File: src/rtl/btn_debounce_multi.sv
// Debounces N_CH buttons on one shared sample tick; per channel: clean level, press/release, long and repeat pulses.
// Latency <= DEPTH*TICK_DIV+3 clk from a stable input to o_level; no backpressure, every output is a single-clk pulse or level.
module btn_debounce_multi #(
    parameter int TICK_DIV     = 100_000,
    parameter int DEPTH        = 8,
    parameter int LONG_TICKS   = 1000,
    parameter int REPEAT_TICKS = 200,
    parameter int N_CH         = 5
) (
    input  logic            clk,
    input  logic            rst,
    input  logic [N_CH-1:0] i_btn,
    output logic [N_CH-1:0] o_level,
    output logic [N_CH-1:0] o_press,
    output logic [N_CH-1:0] o_release,
    output logic [N_CH-1:0] o_long,
    output logic [N_CH-1:0] o_repeat
);
    localparam int TW   = (TICK_DIV > 2) ? $clog2(TICK_DIV) : 1;
    localparam int MAXT = (LONG_TICKS > REPEAT_TICKS) ? LONG_TICKS : REPEAT_TICKS;
    localparam int CW   = $clog2(MAXT + 1);
    localparam logic [TW-1:0] TICK_LAST = TW'(TICK_DIV - 1);
    localparam logic [CW-1:0] LONG_C    = CW'(LONG_TICKS);
    localparam logic [CW-1:0] REP_C     = CW'(REPEAT_TICKS);
    localparam bit            REP_EN    = (REPEAT_TICKS != 0);

    typedef enum logic [1:0] {IDLE, PRESSED, HELD} state_t;

    logic [TW-1:0]    tick_cnt;
    logic             tick;
    logic [N_CH-1:0]  sync1;
    logic [N_CH-1:0]  sync2;
    logic [DEPTH-1:0] sr [N_CH];
    logic [N_CH-1:0]  level_nxt;
    logic [N_CH-1:0]  level_d;
    state_t           state     [N_CH];
    state_t           state_nxt [N_CH];
    logic [CW-1:0]    cnt       [N_CH];
    logic [CW-1:0]    cnt_nxt   [N_CH];

    assign tick = (tick_cnt == TICK_LAST);

    always_ff @(posedge clk) begin
        if (rst || tick) begin
            tick_cnt <= '0;
        end else begin
            tick_cnt <= tick_cnt + 1'b1;
        end
    end

    always_ff @(posedge clk) begin
        if (rst) begin
            sync1 <= '0;
            sync2 <= '0;
        end else begin
            sync1 <= i_btn;
            sync2 <= sync1;
        end
    end

    always_ff @(posedge clk) begin
        for (int c = 0; c < N_CH; c++) begin
            if (rst) begin
                sr[c] <= '0;
            end else if (tick) begin
                sr[c] <= {sync2[c], sr[c][DEPTH-1:1]};
            end
        end
    end

    // Hysteresis: only a full window of equal samples moves the level.
    always_comb begin
        level_nxt = o_level;
        for (int c = 0; c < N_CH; c++) begin
            if (&sr[c]) begin
                level_nxt[c] = 1'b1;
            end else if (~|sr[c]) begin
                level_nxt[c] = 1'b0;
            end
        end
    end

    always_ff @(posedge clk) begin
        if (rst) begin
            o_level <= '0;
            level_d <= '0;
        end else begin
            o_level <= level_nxt;
            level_d <= o_level;
        end
    end

    assign o_press   = o_level & ~level_d;
    assign o_release = ~o_level & level_d;

    always_ff @(posedge clk) begin
        for (int c = 0; c < N_CH; c++) begin
            if (rst) begin
                state[c] <= IDLE;
                cnt[c]   <= '0;
            end else begin
                state[c] <= state_nxt[c];
                cnt[c]   <= cnt_nxt[c];
            end
        end
    end

    // A release about to land (level_nxt low) wins over a long/repeat due this cycle.
    always_comb begin
        for (int c = 0; c < N_CH; c++) begin
            state_nxt[c] = state[c];
            cnt_nxt[c]   = cnt[c];
            if (!level_nxt[c]) begin
                state_nxt[c] = IDLE;
                cnt_nxt[c]   = '0;
            end else begin
                case (state[c])
                    IDLE: begin
                        cnt_nxt[c] = '0;
                        if (o_press[c]) begin
                            state_nxt[c] = PRESSED;
                        end
                    end
                    PRESSED: begin
                        if (cnt[c] == LONG_C) begin
                            state_nxt[c] = HELD;
                            cnt_nxt[c]   = '0;
                        end else if (tick) begin
                            cnt_nxt[c] = cnt[c] + 1'b1;
                        end
                    end
                    HELD: begin
                        if (!REP_EN || cnt[c] == REP_C) begin
                            cnt_nxt[c] = '0;
                        end else if (tick) begin
                            cnt_nxt[c] = cnt[c] + 1'b1;
                        end
                    end
                    default: begin
                        state_nxt[c] = IDLE;
                        cnt_nxt[c]   = '0;
                    end
                endcase
            end
        end
    end

    always_comb begin
        o_long   = '0;
        o_repeat = '0;
        for (int c = 0; c < N_CH; c++) begin
            o_long[c]   = level_nxt[c] && (state[c] == PRESSED) && (cnt[c] == LONG_C);
            o_repeat[c] = REP_EN && level_nxt[c] && (state[c] == HELD) && (cnt[c] == REP_C);
        end
    end
endmodule
File: config.mk
export PLATFORM = sky130hd
export DESIGN_NAME = btn_debounce_multi
export DESIGN_NICKNAME = d
export VERILOG_FILES = /design/src/rtl/btn_debounce_multi.sv
export SDC_FILE = /design/constraint.sdc
export NUM_CORES = 1
export LEC_CHECK = 0
export ABC_AREA = 1
export BUFFER_PORTS_ARGS = -buffer_cell sky130_fd_sc_hd__buf_2
export CAP_MARGIN = 25
export CORE_MARGIN = 2
export CORE_UTILIZATION = 60
export CTS_CLUSTER_SIZE = 8
export DETAILED_ROUTE_END_ITERATION = 10
export PLACE_DENSITY = 0.78
export SYNTH_ARGS = -nofsm -noshare
export SYNTH_HDL_FRONTEND = slang
export SYNTH_SLANG_ARGS = --single-unit
File: constraint.sdc
create_clock -name clk -period 3.3 [get_ports clk]
set_input_delay 0.165 -clock clk [delete_from_list [all_inputs] [get_ports clk]]
set_output_delay 0.165 -clock clk [all_outputs]
set_load 0.01 [all_outputs]
[Yosys cells after proc, flatten, opt, wreduce, memory -nomap -nowiden]
Memory sizes are Yosys's and may differ from the RTL's.
Index checks and enable logic that the tools add are counted.
Storage, ports and cells
  register bits after elaboration: 37
  RAM bits: 100
  input port bits: 7
  output and inout port bits: 25
  logic and storage cells: 166
  memories: 3
Memories
  cnt: depth 5, width 10, rd ports 5, clocked after Yosys merged registers in 0, write ports 5, RTL line 38  | logic [CW-1:0] cnt [N_CH];
  sr: depth 5, width 8, rd ports 5, clocked after Yosys merged registers in 0, write ports 5, RTL line 33  | logic [DEPTH-1:0] sr [N_CH];
  state: depth 5, width 2, rd ports 5, clocked after Yosys merged registers in 0, write ports 5, RTL line 36  | state_t state [N_CH];
Cells by class
  add/subtract/negate cells: 6
  equal/unequal tests: 21
  muxes and demuxes: 76
  bitwise gates (word level): 19
  reductions and logical operators: 36
Operator list (number)
  $mux 10: 25
  $pmux 10 s2: 5
  $add 10x1->10 const B: 5
  $eq 10x10->1 const B: 5
  $eq 10x8->1 const B: 5
  $mux 2: 20
  $mux 8: 5
  $reduce_and 8->1: 5
  $reduce_or 8->1: 5
  $pmux 2 s3: 5
  $logic_and 1x1->1: 20
  $add 17x1->17 const B: 1
  $eq 17x17->1 const B: 1
  $mux 1: 16
  $or 1x1->1: 15
  $and 5x5->5: 2
  $eq 2x1->1 const B: 5
  $eq 2x2->1 const B: 5
  $logic_not 2->1: 5
  $not 5->5: 2
  $logic_or 1x1->1: 1

[Longest topological paths before layout]
Gate-level depths: netlist of the first run.
  depth in word-level cells: 6
  depth in mapped cells: 11
  depth with buffers taken out: 10

[Worst setup path after synthesis of the first run]
Ideal clock, no wire load.
  kind: register to register
  from: reg tick_cnt[0]
  to: mem sr[0][0] (enable)
  library setup time: 0.361 ns
  data arrival time: 1.496 ns
  data required time: 2.939 ns
  path slack: 1.443 ns
  cell stages (with the launch flop): 9
  path buffers: 1
  period minus slack after synthesis: 1.857 ns
  path through: dfxtp_1 > ha_1 > nand2_1 > inv_1 > nand2_1 > nor2_2 > nand2_4 > nand2_2 > buf_4
RTL lines
  from (decl): RTL line 29  | logic [TW-1:0] tick_cnt;
  from (signal assigned): RTL line 47  | tick_cnt <= tick_cnt + 1'b1;
  to (decl): RTL line 33

==> impl_metrics.toml, run 1 <==
[grt]
grt_max_degree = 57
grt_usage = 0.241
grt_pass1_wl_um = 25300
first_global_vias = 5692
antenna_found_initial = 0
gr-total-overflow = 0

[cells_and_area]
nets = 1106
final_core_util = 0.684
drive_gt1_frac = 0.0994
area_delta_synth_final_pct = 11.4
multi_input_area_um2 = 3500
antenna_cells = 0
regArea_um2 = 3140
num-fill-cells = 1008

[worst_setup_path]
cp-start-kind = "flop"
crit_type = "reg2reg"
arrival_ns = 2.68
cp.required_ns = 3.45
path_max_fanout = 40
endpoint = "sr[0][2]"
rrSetupSlack_ns = 0.77
r2r_cells = 9
end_kind = "flop"
worstSetupStartpoint = "tick_cnt[0]"
reg2reg_to = "sr[0][2]"
reg2reg_from = "tick_cnt[0]"

[clocking]
postCtsSetupBuffers = 0
cts_tree = "done"
clock-sinks = 137
cts_resized = 0
path_clk_slew_ns = 0.06
h-tree-depth = 4
cts.path.max_buffers = 2
clockRootBuffer = "clkbuf_16"
cts_made_buffers = 17
worstSkewPairLatency_ns = 0.43

[drt]
vias_per_cell = 5.06
drc = 0
ant_nets = 0
drt_iter0_drc = 396
wl_um = 14800
dr.pass1.iters = 5
drt-wirelength-per-cell_um = 12.0
via_count = 6238

[synth]
ys.flop_type = "dfxtp_1"
yosys_warnings = 0
ys_ff_latch = 137
netlist_instances = 1035
yosysSeqAreaShare = 0.426
ys_types = 37
synth_edf_count = 40
syn-num-nets = 1068
synth-async-reset-ratio = 0
synth_area_um2 = 7370
syn_avg_cell_area_um2 = 7.12

[power_and_ir_drop]
pwr-share-seq = 0.482
sw_frac_of_total = 0.209
peakVddDrop_mv = 0.551
total_power_mw = 3.71
power_density_nw_per_um2 = 451
p_leak_nw = 3.42
combinationalPowerShare = 0.017
power.switching_mw = 0.776
clkPwrFrac = 0.501
intPower_mw = 2.93

[floorplanning]
rows = 40
core-area_um2 = 12000
chipWidth_um = 115
io_pins = 32
dieHeight_um = 115
start_util = 0.614
dieArea_um2 = 13200

[outcome]
status = "finished clean"

[hold_path]
min_path_type = "in2reg"

[timing]
finalSetupViolations = 0
slew_violations = 0
fin_skew_ns = 0.00901
max_freq_ghz = 0.395
relSlewSlack = 0.434
max_slew.worst_pin.slew_ns = 0.846
setup_ws_ns = 0.769
timing.final.crit_period_ns = 2.53
min_period_over_period = 0.767
setup_tns_ns = 0
hold_viol = 0
rsz0062_at_grt = "no"

[placed_design]
place_congestion = 0.854
detailed_place_hpwl_um = 9960
place_worst_setup_slack_ns = 0.739
port_buffers = 31

[flow_run]
cap_violations = 0
[kinds of logic (layout without fill, tap and decap cells)]
group,count (synthesis),count (layout),synth area share
buf+inv,177,228,0.0994
xor+xnor,15,15,0.0178
simple gates,622,622,0.356
compound gates,58,58,0.0568
flops,137,137,0.426
fa+ha+maj,26,26,0.0441
[worst min-delay path by stage]
stage / startpoint / end / slack [ns] / cells past startpoint
after floorplan: i_btn[0] / sync1[0] / 0.27 / 2
after global placement: i_btn[4] / sync1[4] / 0.36 / 3
after detailed placement: i_btn[2] / sync1[2] / 0.37 / 3
after CTS: rst / sync2[4] / 0.16 / 2
after global routing: rst / level_d[1] / 0.18 / 2
final: rst / level_d[0] / 0.17 / 2
[power by group through the flow]
stage          Sequential [mW]  Combinational [mW]  Clock, mW
5_1_grt                   1.79              0.0748       1.95
3_5_place_dp              1.82              0.0591          0
4_1_cts                   1.78              0.0646       1.88
6_report                  1.79              0.0641       1.86
2_1_floorplan             1.82              0.0432          0
3_3_place_gp              1.82              0.0582          0
[through the flow]
| stage | area [um^2] | cells | hold WS (ns) |
|---|---|---|---|
| floorplan | 7370 | 1035 | 0.272 |
| global placement | 7580 | 1196 | 0.364 |
| detailed placement | 7580 | 1196 | 0.375 |
| CTS | 8210 | 1233 | 0.155 |
| global route | 8210 | 1233 | 0.179 |
| finish | 8210 | 1233 | 0.167 |
[area by class of cell]
cell class | count | share of cell area
Clock buffer | 20 | 0.0556
Timing Repair Buffer | 37 | 0.0259
Multi-Input combinational cell | 721 | 0.426
Inverter | 159 | 0.0727
Sequential cell | 137 | 0.383
Tap cell | 147 | 0.0224
Clock inverter | 12 | 0.0151
[layout by cell type, fill, tap and decap left out, types with 2 or more instances in the layout]
master / n
a21oi_1: 25
and3b_1: 4
buf_2: 31
bufinv_16: 2
clkbuf_16: 17
clkbuf_8: 2
clkinv_1: 2
clkinv_2: 4
clkinvlp_4: 3
dfxtp_1: 97
dlygate4sd3_1: 5
edfxtp_1: 40
ha_1: 26
inv_1: 151
inv_2: 7
nand2_1: 252
nand2_2: 7
nand3_1: 68
nand3b_1: 5
nand4_1: 26
nor2_1: 231
nor2_2: 5
nor3_1: 12
nor4_1: 3
o21ai_0: 10
o21ai_2: 3
o21bai_2: 18
or2_2: 2
xor2_1: 14
[metal layers]
| layer | GRT usage | part of all wire | vias up |
|---|---|---|---|
| met5 | 0 | 0 | - |
| met4 | 0.0932 | 0.018 | 0 |
| met3 | 0.0590 | 0.037 | 21 |
| met2 | 0.397 | 0.47 | 110 |
| met1 | 0.306 | 0.48 | 2804 |
| li1 | - | - | 3303 |
[worst max-delay path, cell delays in order, from the launching register on]
cell	delay, ns
dfxtp_1	0.32
ha_1	0.21
nand2_1	0.09
inv_1	0.08
nand2_1	0.10
nor2_2	0.06
nand2_4	0.40
inv_2	0.24
nand2_2	0.61
nor2_1	0.11
[cell usage after synthesis, types with 4 or more instances]
master    instances  area, um^2
a21oi_1          25         125
and3b_1           4        35.0
buf_2             4        20.0
buf_6             7        78.8
dfxtp_1          97        1940
edfxtp_1         40        1200
ha_1             26         325
inv_1           151         567
inv_2             7        26.3
nand2_1         252         946
nand2_2           7        43.8
nand3_1          68         340
nand3b_1          5        37.5
nand4_1          26         163
nor2_1          231         867
nor2_2            5        31.3
nor3_1           12        60.1
o21ai_0          10        50.1
o21bai_2         18         203
xor2_1           14         123
[sequential cells by signal, summed over array words and instances (netlist names)]
register  flops
level_d       5
tick_cnt     17
state        10
sync2         5
o_level       5
sync1         5
cnt          50
sr           40
[repair_timing]
| action | in CTS | in global routing |
|---|---|---|
| hold buffers | 5 | 0 |
| endpoints found under the setup margin | 0 | 0 |
| endpoints found under the hold margin | 5 | 0 |
Power figures use the tool's default switching activity.
==> run 2, diff against run 1 <==
==> constraint.sdc (replaced) <==
create_clock -name clk -period 2.4 [get_ports clk]
set_input_delay 0.12 -clock clk [delete_from_list [all_inputs] [get_ports clk]]
set_output_delay 0.12 -clock clk [all_outputs]
set_load 0.01 [all_outputs]
==> run 2 against run 1 <==
  * Die area unchanged
  * Clock power increased by 49%
  * Via count grew 0.21%
  * Clock skew decreased by 0.0016 ns
  * Final cell count grew 0.65%
  * Combinational power grew 42%
  * Register-to-register slack got worse by 0.30 ns
  * Core utilization increased by 1.2 points
  * Sequential power rose by 37%
  * Sequential share of layout area is 0.64 points lower
  * Worst setup slack worse by 0.35 ns
  * Count of clock-buffer cells in the layout shrank 2
  * Critical endpoint is now o_long[1]
  * Largest cell class unchanged
==> impl_metrics.toml, run 2 (synthesized netlist as in run 1, its figures left out) <==
[outcome]
status = "finished clean"

[worst_setup_path]
reg2reg_from = "tick_cnt[0]"
reg2reg_to = "sr[2][2]"
r2r_cells = 8
rrSetupSlack_ns = 0.47
arrival_ns = 1.86
cp-start-kind = "flop"
cp.required_ns = 2.28
end_kind = "output port"
path_max_fanout = 3
crit_type = "reg2out"

[clocking]
postCtsSetupBuffers = 0
clock-sinks = 137
h-tree-depth = 4
path_clk_slew_ns = 0.06
clockRootBuffer = "clkbuf_16"
cts_made_buffers = 17
cts_tree = "done"
cts.path.max_buffers = 2
worstSkewPairLatency_ns = 0.42

[grt]
grt_usage = 0.239
gr-total-overflow = 0
antenna_found_initial = 0
grt_pass1_wl_um = 25400
first_global_vias = 5849
grt_max_degree = 57

[timing]
max_freq_ghz = 0.506
relSlewSlack = 0.604
max_slew.worst_pin.slew_ns = 0.595
finalSetupViolations = 0
rsz0062_at_grt = "no"
min_period_over_period = 0.824
slew_violations = 0
hold_viol = 0
hold_ws_ns = 0.152
setup_tns_ns = 0
fin_skew_ns = 0.00736
timing.final.crit_period_ns = 1.98

[cells_and_area]
nets = 1114
area_delta_synth_final_pct = 13.3
layout_commonest_cell = "nand2_1"
mostFrequentLayoutCells = "252 x nand2_1, 231 x nor2_1, 151 x inv_1, 97 x dfxtp_1, 68 x nand3_1"
largest_reg_flops = 50
instances_no_fill = 1241
drive_gt1_frac = 0.108
reg_top3 = "cnt: 50 flops, sr: 40 flops, tick_cnt: 17 flops"
antenna_cells = 0
top_register = "cnt"

[drt]
wl_um = 14600
drt_iter0_drc = 311
dr.pass1.iters = 5
via_count = 6251
drc = 0
vias_per_cell = 5.04
ant_nets = 0
drt-wirelength-per-cell_um = 11.8

[floorplanning]
dieHeight_um = 115
dieArea_um2 = 13200
core-area_um2 = 12000
chipWidth_um = 115
rows = 40
start_util = 0.614
io_pins = 32

[flow_run]
cap_violations = 0

[power_and_ir_drop]
total_power_mw = 5.31
peakVddDrop_mv = 0.502
power_density_nw_per_um2 = 636
p_leak_nw = 3.49

[placed_design]
place_congestion = 0.874
dp_cells = 1204
port_buffers = 31
detailed_place_hpwl_um = 10100

[hold_path]
whs_endpoint = "sync2[0]"
hold_depth = 3
hp-start = "rst"
min_path_type = "in2reg"
## run 2: cell types whose count changed in the layout (fill, tap and decap cells not counted)
cell       previous run  this run
clkinv_2              4         1
clkbuf_8              2         0
inv_6                 1         4
clkinv_1              2         1
buf_4                 1         7
clkbuf_1              1         0
bufinv_16             2         3
buf_12                0         2
inv_8                 0         2
clkbuf_16            17        18
## run 2: worst max-delay path by stage
stage	start	slack [ns]	cells after the start	to
floorplan	tick_cnt[0]	0.54	8	sr[0][0]
global placement	tick_cnt[0]	0.52	8	sr[3][4]
detailed placement	tick_cnt[0]	0.46	10	cnt[2][3]
CTS	sr[1][7]	0.42	6	o_long[1]
global route	tick_cnt[0]	0.20	10	cnt[1][7]
finish	sr[1][7]	0.42	6	o_long[1]
## run 2: critical path: stages, from the launching register on
cell,delay (ns)
edfxtp_1,0.42
nor2_1,0.12
nand2_1,0.07
o21ai_0,0.27
nand2_1,0.19
and3_1,0.23
buf_2,0.14
## run 2: report_power, final
group          switching, mW  total (mW)  internal (mW)
Sequential            0.0273        2.45           2.43
Clock                   1.05        2.77           1.72
Combinational         0.0581      0.0912         0.0331
## run 2: layer usage
layer  vias up  global-route usage  wire [um]
li1       3324                   -          -
met1      2805               0.298       6900
met2       102               0.404       6850
met3        20              0.0506        564
met4         0               0.100        313
met5         -                   0          0
## run 2: timing repair
action | CTS | global route
hold endpoints to repair | 5 | 0
gates resized for setup | 0 | 0
hold buffers | 5 | 0
## run 2: through the flow
step                      utilization  setup slack [ns]  instance area, um^2
after floorplan                     -             0.543                 7370
after global placement          0.638             0.520                 7670
after detailed placement        0.638             0.464                 7670
after CTS                       0.695             0.420                 8350
after global routing            0.695             0.198                 8350
final                           0.695             0.423                 8350
## run 2: final cells by class
class | instances | area (um^2)
Clock inverter | 14 | 184
Timing Repair Buffer | 45 | 298
Inverter | 159 | 597
Clock buffer | 18 | 450
Multi-Input combinational cell | 721 | 3500
Fill cell | 979 | 3660
Sequential cell | 137 | 3140
Tap cell | 147 | 184
==> run 3, diff against run 2 <==
==> constraint.sdc (replaced) <==
create_clock -name clk -period 1.85 [get_ports clk]
set_input_delay 0.0925 -clock clk [delete_from_list [all_inputs] [get_ports clk]]
set_output_delay 0.0925 -clock clk [all_outputs]
set_load 0.01 [all_outputs]
==> run 3 against run 2 <==
  * Register-to-register slack worse by 0.28 ns
  * Highest routed layer unchanged
  * Wire length up 4.6%
  * Worst setup slack worse by 0.37 ns
  * Total power up 26%
  * Sequential cell count unchanged
  * Largest power group unchanged
  * Sequential share of layout area down 0.58 points
  * Core utilization up 1.2 points
  * Global-route usage up 0.33 points
  * Combinational power up 48%
  * Clock skew up 0.0016 ns
  * First-iteration DRC count up 11%
  * Count of clock-buffer cells in the layout down 1
==> impl_metrics.toml, run 3 (synthesized netlist as in run 1, its figures left out) <==
[outcome]
status = "finished clean"

[timing]
max_slew.worst_pin.slew_ns = 0.370
setup_tns_ns = 0
relSlewSlack = 0.752
hold_ws_ns = 0.404
finalSetupViolations = 0
min_period_over_period = 0.969
slew_violations = 0
fin_skew_ns = 0.00899
timing.final.crit_period_ns = 1.79
rsz0062_at_grt = "yes"
max_freq_ghz = 0.558
hold_viol = 0

[drt]
drt_iter0_drc = 346
vias_per_cell = 5.12
ant_nets = 0
dr.pass1.iters = 5
via_count = 6431
drc = 0
wl_um = 15300
drt-wirelength-per-cell_um = 12.2

[worst_setup_path]
arrival_ns = 1.70
critPathMaxStageDelay_ns = 0.32
crit_type = "reg2out"
cp-start-kind = "flop"
cp.required_ns = 1.76
path_cells = "inv_2, ha_2, nand2_1, nor2_2, nand4_1, and3b_1, buf_2"
crit_slowest_cell = "dfxtp_1"
end_kind = "output port"
path_max_fanout = 2

[floorplanning]
chipWidth_um = 115
core-area_um2 = 12000
start_util = 0.614
dieHeight_um = 115
rows = 40
io_pins = 32
dieArea_um2 = 13200

[cells_and_area]
reg_top3 = "cnt: 50 flops, sr: 40 flops, tick_cnt: 17 flops"
largest_reg_flops = 50
top_register = "cnt"
mostFrequentLayoutCells = "251 x nand2_1, 227 x nor2_1, 149 x inv_1, 94 x dfxtp_1, 67 x nand3_1"
area_delta_synth_final_pct = 15.2
layout_commonest_cell = "nand2_1"
drive_gt1_frac = 0.133
antenna_cells = 0
num-fill-cells = 977
final_core_util = 0.707
nets = 1129

[power_and_ir_drop]
p_leak_nw = 3.56
sw_frac_of_total = 0.225
intPower_mw = 5.21
total_power_mw = 6.72
power.switching_mw = 1.51
power_density_nw_per_um2 = 791
combinationalPowerShare = 0.020
peakVddDrop_mv = 0.654
pwr-share-seq = 0.474
clkPwrFrac = 0.506

[clocking]
path_clk_slew_ns = 0.06
cts.path.max_buffers = 2
cts_made_buffers = 17
worstSkewPairLatency_ns = 0.43
clockRootBuffer = "clkbuf_16"
h-tree-depth = 4
cts_tree = "done"
clock-sinks = 137

[placed_design]
detailed_place_hpwl_um = 10700
place_congestion = 0.914
port_buffers = 31

[flow_run]
cap_violations = 0

[grt]
met2_usage = 0.414
grt_pass1_wl_um = 25600
use_met1 = 0.297
antenna_found_initial = 0
grt_usage = 0.242
gr-total-overflow = 0
top_usage_layer = "met2"
gr-usage-met3 = 0.0543
first_global_vias = 5906
grt_max_degree = 41

[hold_path]
min_path_type = "reg2reg"
## run 3: cell types whose count changed in the layout (fill, tap and decap cells not counted), sizes merged
cell         before  now
buf              40   53
clkinvlp          3    5
bufinv            3    2
dlygate4sd3       5    6
## run 3: metal layers
layer / vias to the layer above / share of wire
met1: 2938 / 0.46
met4: 0 / 0.020
li1: 3355 / -
met5: - / 0
met3: 23 / 0.034
met2: 115 / 0.48
## run 3: worst paths after layout
check	startpoint	end	slack, ns	cells after the start
worst max-delay path	cnt[1][0]	o_repeat[1]	0.06	7
worst min-delay path	sync1[1]	sync2[1]	0.40	2
worst max register to register	tick_cnt[0]	sr[0][6]	0.19	8
worst min register to register	sync1[1]	sync2[1]	0.40	2
## run 3: cell type report
cell class / instances / area [um^2] / area share
inverter: 159 / 597 / 0.0703
timing repair buffer: 60 / 438 / 0.0516
tap: 147 / 184 / 0.0217
sequential: 137 / 3150 / 0.370
multi-input combinational: 721 / 3540 / 0.416
clock inverter: 15 / 166 / 0.0196
clock buffer: 17 / 425 / 0.0501
## run 3: repair_timing
action / in CTS / in global routing
hold buffers: 6 / 0
cloned: 0 / 1
buffers inserted: 0 / 2
hold endpoints to repair: 8 / 0
resized for setup: 3 / 19
endpoints found under the setup margin: 3 / 77
pin swaps: 0 / 6
## run 3: metrics by stage
stage | std cells | area, um^2 | setup slack [ns]
after global placement | 1215 | 7750 | 0.213
after detailed placement | 1215 | 7750 | 0.175
after CTS | 1253 | 8410 | 0.0232
after global routing | 1256 | 8490 | -0.0252
final | 1256 | 8490 | 0.0577
after floorplan | 1035 | 7380 | 0.102
## run 3: power by group through the flow
stage	combinational [mW]	clock (mW)	sequential, mW
floorplan	0.0780	0	3.24
global placement	0.111	0	3.24
detailed placement	0.114	0	3.25
CTS	0.125	3.44	3.18
global route	0.151	3.56	3.19
finish	0.135	3.40	3.18
## run 3: worst max-delay path: cells and delay by family, from the launching register on
family,cells,cell delay (ns)
flops,1,0.32
fa+ha+maj,1,0.16
simple gates,4,0.59
buf+inv,2,0.20
